### config.mk
export PLATFORM = sky130hd
export DESIGN_NAME = fifo_wr_arbiter
export DESIGN_NICKNAME = d
export VERILOG_FILES = /design/src/rtl/fifo_wr_arbiter.sv
export SDC_FILE = /design/constraint.sdc
export NUM_CORES = 1
export LEC_CHECK = 0
export CELL_PAD_IN_SITES_DETAIL_PLACEMENT = 0
export CELL_PAD_IN_SITES_GLOBAL_PLACEMENT = 1
export CORE_UTILIZATION = 39
export DETAILED_ROUTE_END_ITERATION = 7
export DONT_BUFFER_PORTS = 1
export HOLD_SLACK_MARGIN = 0.15
export PLACE_DENSITY = 0.81
export SLEW_MARGIN = 20
export SYNTH_ARGS = -nofsm -noshare
export SYNTH_HDL_FRONTEND = slang
export SYNTH_SLANG_ARGS = --single-unit
export TNS_END_PERCENT = 1
### constraint.sdc
create_clock -name clk -period 1.8 [get_ports clk]
set_clock_uncertainty 0.2 [all_clocks]
set_input_delay 0.27 -clock clk [delete_from_list [all_inputs] [get_ports clk]]
set_output_delay 0.27 -clock clk [all_outputs]
set_load 0.05 [all_outputs]
### src/rtl/fifo_wr_arbiter.sv
// Round-robin arbiter that shares one sync FIFO write port among NUM_REQ packet sources.
// A grant is held for a whole packet or BURST_MAX beats, then rotates to the next source.
module fifo_wr_arbiter #(
    parameter int unsigned NUM_REQ    = 4,
    parameter int unsigned DATA_WIDTH = 8,
    parameter int unsigned BURST_MAX  = 8
) (
    input  logic                          clk,
    input  logic                          srstn,
    input  logic [NUM_REQ-1:0]            req_valid_i,
    input  logic [NUM_REQ-1:0]            req_last_i,
    input  logic [NUM_REQ*DATA_WIDTH-1:0] req_data_i,
    output logic [NUM_REQ-1:0]            req_ready_o,
    input  logic                          fifo_full_i,
    output logic [DATA_WIDTH-1:0]         fifo_din_o,
    output logic                          fifo_wr_en_o,
    output logic [$clog2(NUM_REQ)-1:0]    grant_id_o,
    output logic                          busy_o
);
    localparam int unsigned IDW = $clog2(NUM_REQ);
    localparam int unsigned CW  = $clog2(BURST_MAX + 1);

    typedef enum logic {
        ST_IDLE  = 1'b0,
        ST_GRANT = 1'b1
    } state_e;

    state_e          state_q;
    logic [IDW-1:0]  rr_ptr_q;
    logic [IDW-1:0]  grant_id_q;
    logic [CW-1:0]   beat_cnt_q;

    logic [IDW-1:0]        pick_c;
    logic                  any_valid_c;
    logic                  owner_valid_c;
    logic                  owner_last_c;
    logic [DATA_WIDTH-1:0] owner_data_c;
    logic                  accept_c;
    logic                  release_c;
    logic [CW-1:0]         beat_cnt_inc_c;
    logic [IDW-1:0]        next_ptr_c;

    // First valid source searching rr_ptr, rr_ptr+1, ... modulo NUM_REQ
    always_comb begin
        int unsigned idx;
        idx         = 0;
        pick_c      = rr_ptr_q;
        any_valid_c = 1'b0;
        for (int unsigned k = 0; k < NUM_REQ; k++) begin
            idx = 32'(rr_ptr_q) + k;
            if (idx >= NUM_REQ) begin
                idx = idx - NUM_REQ;
            end
            if (!any_valid_c && req_valid_i[IDW'(idx)]) begin
                pick_c      = IDW'(idx);
                any_valid_c = 1'b1;
            end
        end
    end

    assign owner_valid_c  = req_valid_i[grant_id_q];
    assign owner_last_c   = req_last_i[grant_id_q];
    assign owner_data_c   = req_data_i[32'(grant_id_q) * DATA_WIDTH +: DATA_WIDTH];
    assign accept_c       = (state_q == ST_GRANT) && owner_valid_c && !fifo_full_i;
    assign beat_cnt_inc_c = beat_cnt_q + CW'(1);
    assign release_c      = accept_c && (owner_last_c || (beat_cnt_inc_c == CW'(BURST_MAX)));
    assign next_ptr_c     = (grant_id_q == IDW'(NUM_REQ - 1)) ? '0 : grant_id_q + IDW'(1);

    // Write-port steering follows the owner within the current cycle
    always_comb begin
        req_ready_o  = '0;
        fifo_wr_en_o = 1'b0;
        fifo_din_o   = '0;
        if (state_q == ST_GRANT) begin
            req_ready_o[grant_id_q] = !fifo_full_i;
            fifo_wr_en_o            = accept_c;
            if (accept_c) begin
                fifo_din_o = owner_data_c;
            end
        end
    end

    always_ff @(posedge clk) begin
        if (!srstn) begin
            state_q    <= ST_IDLE;
            rr_ptr_q   <= '0;
            grant_id_q <= '0;
            beat_cnt_q <= '0;
        end else begin
            unique case (state_q)
                ST_IDLE: begin
                    if (any_valid_c) begin
                        grant_id_q <= pick_c;
                        beat_cnt_q <= '0;
                        state_q    <= ST_GRANT;
                    end
                end
                ST_GRANT: begin
                    if (release_c) begin
                        rr_ptr_q   <= next_ptr_c;
                        beat_cnt_q <= '0;
                        state_q    <= ST_IDLE;
                    end else if (accept_c) begin
                        beat_cnt_q <= beat_cnt_inc_c;
                    end
                end
                default: state_q <= ST_IDLE;
            endcase
        end
    end

    assign grant_id_o = grant_id_q;
    assign busy_o     = (state_q == ST_GRANT);

endmodule

Word-level counts from Yosys, hierarchy flattened
Cells that the tools add are included.
Widths: inputs -> output; s select.
{"block": "totals", "ff_bits": 9, "in_bits": 43, "out_inout_bits": 16, "elab_cells": 83}
{"block": "classes", "addsub": 9, "magnitude_cmp": 10, "n_eq_ne": 4, "n_shift": 1, "n_mux": 38, "n_bitwise": 2, "n_reduce_logical": 15}
{"op": "$shiftx 32x6->8", "n": 1}
{"op": "$mux 2", "n": 9}
{"op": "$mux 4", "n": 4}
{"op": "$mux 8", "n": 2}
{"op": "$lt 2x3->1 const B", "n": 5}
{"op": "$mux 1", "n": 14}
{"op": "$bmux 1 s2", "n": 6}
{"op": "$ge 3x3->1 const B", "n": 3}
{"op": "$pmux 4 s2", "n": 1}
{"op": "$sub 2x1->2 const B", "n": 4}
{"op": "$logic_and 1x1->1", "n": 7}
{"op": "$add 2x2->3 const B", "n": 2}
{"op": "$reduce_and 2->1", "n": 3}
{"op": "$add 4x1->4 const B", "n": 1}
{"op": "$and 4x4->4", "n": 1}
{"op": "$eq 4x4->1 const B", "n": 1}
{"op": "$logic_not 1->1", "n": 4}
{"op": "$add 2x1->3 const B", "n": 1}
{"op": "$ge 2x3->1 const B", "n": 1}
{"op": "$ne 3x1->1 const B", "n": 1}
{"op": "$add 2x1->2 const B", "n": 1}
{"op": "$demux 1 s2", "n": 1}
{"op": "$eq 2x2->1 const B", "n": 1}
{"op": "$ge 2x1->1 const B", "n": 1}
{"op": "4 further kinds", "n": 4}

Longest topological paths before layout
{"block": "logic_depth", "word_depth": 16, "mapped_depth": 6}

Worst setup path before layout
Ideal clock, no wire load.
{"block": "synth_timing", "path_kind": "reg2out", "from": "reg grant_id_q[0], in the netlist grant_id_o[0]", "to": "out fifo_din_o[0]", "arrival_time_ns": 1.978, "required_ns": 1.330, "path_slack_ns": -0.648, "stages_incl_launch_ff": 4, "cell_sequence": "dfxtp_1 > buf_2 > mux4_2 > and3_1"}
{"block": "synth_via", "elab_chain_len": 6, "word_cells_on_any_way": 7, "classes_between": "shift (1); mux (4); reduce/logical (2)"}
{"item": "start, declared", "line": "30", "source": "logic [IDW-1:0] grant_id_q;"}
{"item": "start signal, assigned", "line": "93", "source": "grant_id_q <= pick_c;"}
{"item": "parallel branches: the longest is 4 deep, another holds $shiftx 32x6->8"}
{"item": "$mux 8 (*)", "line": "77", "source": "if (accept_c) begin"}
{"item": "$mux 8 (*)", "line": "74", "source": "if (state_q == ST_GRANT) begin"}
{"item": "end, declared", "line": "15", "source": "output logic [DATA_WIDTH-1:0] fifo_din_o,"}
Every way passes the cells marked *. The select of a mux whose other input is x is not followed.

Worst setup path after layout
{"block": "layout_timing", "from": "reg grant_id_q[0], in the netlist grant_id_o[0]", "to": "out fifo_din_o[5]"}
Same word-level chain as after synthesis.

==> impl_metrics.ini <==
[outcome]
status = finished with violations
violations = negative setup slack

[sta]
fin_crit_ns = 2.04
setup_violations = 14
worst_hold_slack_ns = 0.205
rsz0062_at_grt = true
worst_pin_slew_ns = 0.417
fmaxAchievable_mhz = 491
hold_viol = 0
relSlewSlack_pct = 72.2
postLayoutSetupSlackWorst_ns = -0.236
drv_slew = 0
period_share_pct = 113
fin_tns_setup_ns = -2.36

[layout]
n_antenna_cell = 0
area_growth_pct = 33.8
fin_nets = 166
final_area_mm2 = 0.00125
drive_above_1_share_pct = 47.4
num-fill-cells = 199
utilization_pct = 56.1

[placement]
port_buffers = 0
hpwl_um = 1940
gp_congestion = 0.809
placed_area_mm2 = 0.00111

[setup_path]
r2r_setup_slack_ns = -0.17
critPathRequiredTime_ns = 1.33
r2r_end = beat_cnt_q[3]
worstSetupEndpointType = primary output
cp_max_fo = 9
start_kind = flip-flop
r2r_cells = 6
path_class = flip-flop to primary output
arrival_ns = 1.57
r2r_start = grant_id_o[0]

[routing]
drt_first_pass_iters = 4
drtIter0Drc = 20
routed_wirelength_um = 2570
avgRoutedWirePerCell_um = 17.8
route.detailed.drc = 0
dr_total_vias = 874
vias_per_cell = 6.07
drt.antenna.violating_nets = 0

[pwr]
ir_drop_uv = 508
fin_total_pwr_mw = 0.800
p_per_area_mw_per_mm2 = 638
leakage_nw = 0.476

[clock_tree]
numClockSinks = 9
cts_max_path_buffers = 2
clk_latency_ns = 0.26
cts_tree = yes
cts.clk_slew.worst_paths_ns = 0.07
ctsHtreeMaxLevel = 1
root_buffer = clkbuf_4
numCtsBuffers = 3

[die]
row_count = 17
initial_core_util_pct = 42.0
die_w_um = 51.0
die_h_um = 51.0
fp.dieArea_mm2 = 0.00260
ios = 59
coreArea_mm2 = 0.00223

[global_routing]
gr-total-overflow = 0
grt_pass1_wl_um = 3770
grt_pass1_vias = 798
grt_usage_pct = 19.4
grt_antenna_before_repair = 0
grt_max_degree = 15

[min_path]
whs_path_depth = 3
hp-start = req_valid_i[3]
hold_path.class = primary input to flip-flop
min_to = grant_id_o[0]

[synth]
yosysTopAreaCellShare_pct = 24.0
syn_area_um2 = 937
ys_types = 34
synth_top_flop_cell = dfxtp_1
yosysTopAreaCell = mux4_2
synth_warnings = 0
yosys_register_bits = 9
ys_seq_area_share_pct = 19.2
synth_area_per_cell_um2 = 9.37
syn_nets = 149
synth.top_cells.by_area = mux4_2 24%, dfxtp_1 19%, ha_1 8.0%
synthTopCellsByCount = 10 x mux4_2, 9 x dfxtp_1, 8 x and3_1, 8 x nand2_1
synth.most_common_cell = mux4_2
syn_inst = 100
synth_edf_count = 0
ys_async_sr_fraction_pct = 0

[run]
maxCapViolCount = 0
worst max path at each step:
stage                              from            end  slack (ns)  depth (start not counted)
after floorplan           grant_id_o[0]  fifo_din_o[0]       -0.06                          2
after global placement    beat_cnt_q[1]    rr_ptr_q[0]      -0.009                          5
after detailed placement  grant_id_o[0]  beat_cnt_q[3]       -0.04                          6
after CTS                 grant_id_o[0]  fifo_din_o[4]       -0.25                          2
after global routing      grant_id_o[0]  beat_cnt_q[3]       -0.32                          6
final                     grant_id_o[0]  fifo_din_o[5]       -0.24                          3
layer usage:
layer | global-route usage, % | vias to the layer above | part of all wire, % | wire length, um
li1 | - | 410 | - | -
met1 | 23.9 | 416 | 39 | 1010
met5 | 0 | - | 0 | 0
met3 | 3.57 | 0 | 9.9 | 255
met4 | 6.48 | 0 | 0 | 0
met2 | 33.8 | 48 | 51 | 1310
sequential cells by signal (all words and copies together), names as in the netlist:
| signal | flops |
|---|---|
| beat_cnt_q | 4 |
| busy_o | 1 |
| rr_ptr_q | 2 |
| grant_id_o | 2 |
worst max-delay path: stages, from the launching register on:
cell     delay [ns]
dfxtp_4        0.39
buf_12         0.15
mux4_2         0.50
and3_4         0.26
metrics by stage:
stage	setup slack (ns)	cells
CTS	-0.245	144
global route	-0.317	144
finish	-0.236	144
global placement	-0.00931	133
floorplan	-0.0635	100
detailed placement	-0.0442	133
layout by cell type, fill, tap and decap left out, types with 2 or more instances in the layout:
master / n
and3_4: 8
a21oi_1: 4
dfxtp_2: 4
inv_1: 5
nor2_1: 4
and2_4: 4
nand3_1: 4
dlygate4sd3_1: 4
buf_4: 8
nand3b_1: 3
ha_1: 5
dfxtp_1: 4
nor2b_1: 2
nand2_1: 8
mux4_2: 11
o21ai_0: 3
mux2i_1: 3
clkbuf_4: 3
a31oi_1: 2
logic make-up (layout without fill, tap and decap cells):
family,count (synthesis),in the layout,share of synthesized area [%]
compound gates,16,16,11.1
flops,9,9,19.2
buf+inv,11,26,4.54
fa+ha+maj,6,6,8.01
simple gates,45,45,29.9
mux,13,14,27.2
cell type report:
type	instances	area [um2]	share of cell area, %
clock buffers	3	22.5	1.80
clock inverters	1	5.00	0.399
inverters	7	36.3	2.89
multi-input cells	81	820	65.4
flip-flops and latches	9	189	15.1
well taps	28	35.0	2.79
repair buffers	15	146	11.7
power by group:
part	internal [mW]	total (mW)	switching, mW
Combinational	0.175	0.414	0.239
Clock	0.0820	0.156	0.0742
Sequential	0.214	0.231	0.0168
Total	0.471	0.800	0.329
repair_timing:
item	in CTS	in global routing
resized for setup	4	8
endpoints found under the hold margin	9	0
buffers inserted	2	0
setup endpoints to repair	15	20
hold buffers	4	0
pin swaps	0	3
gates cloned	1	0
Power figures use the tool's default switching activity.
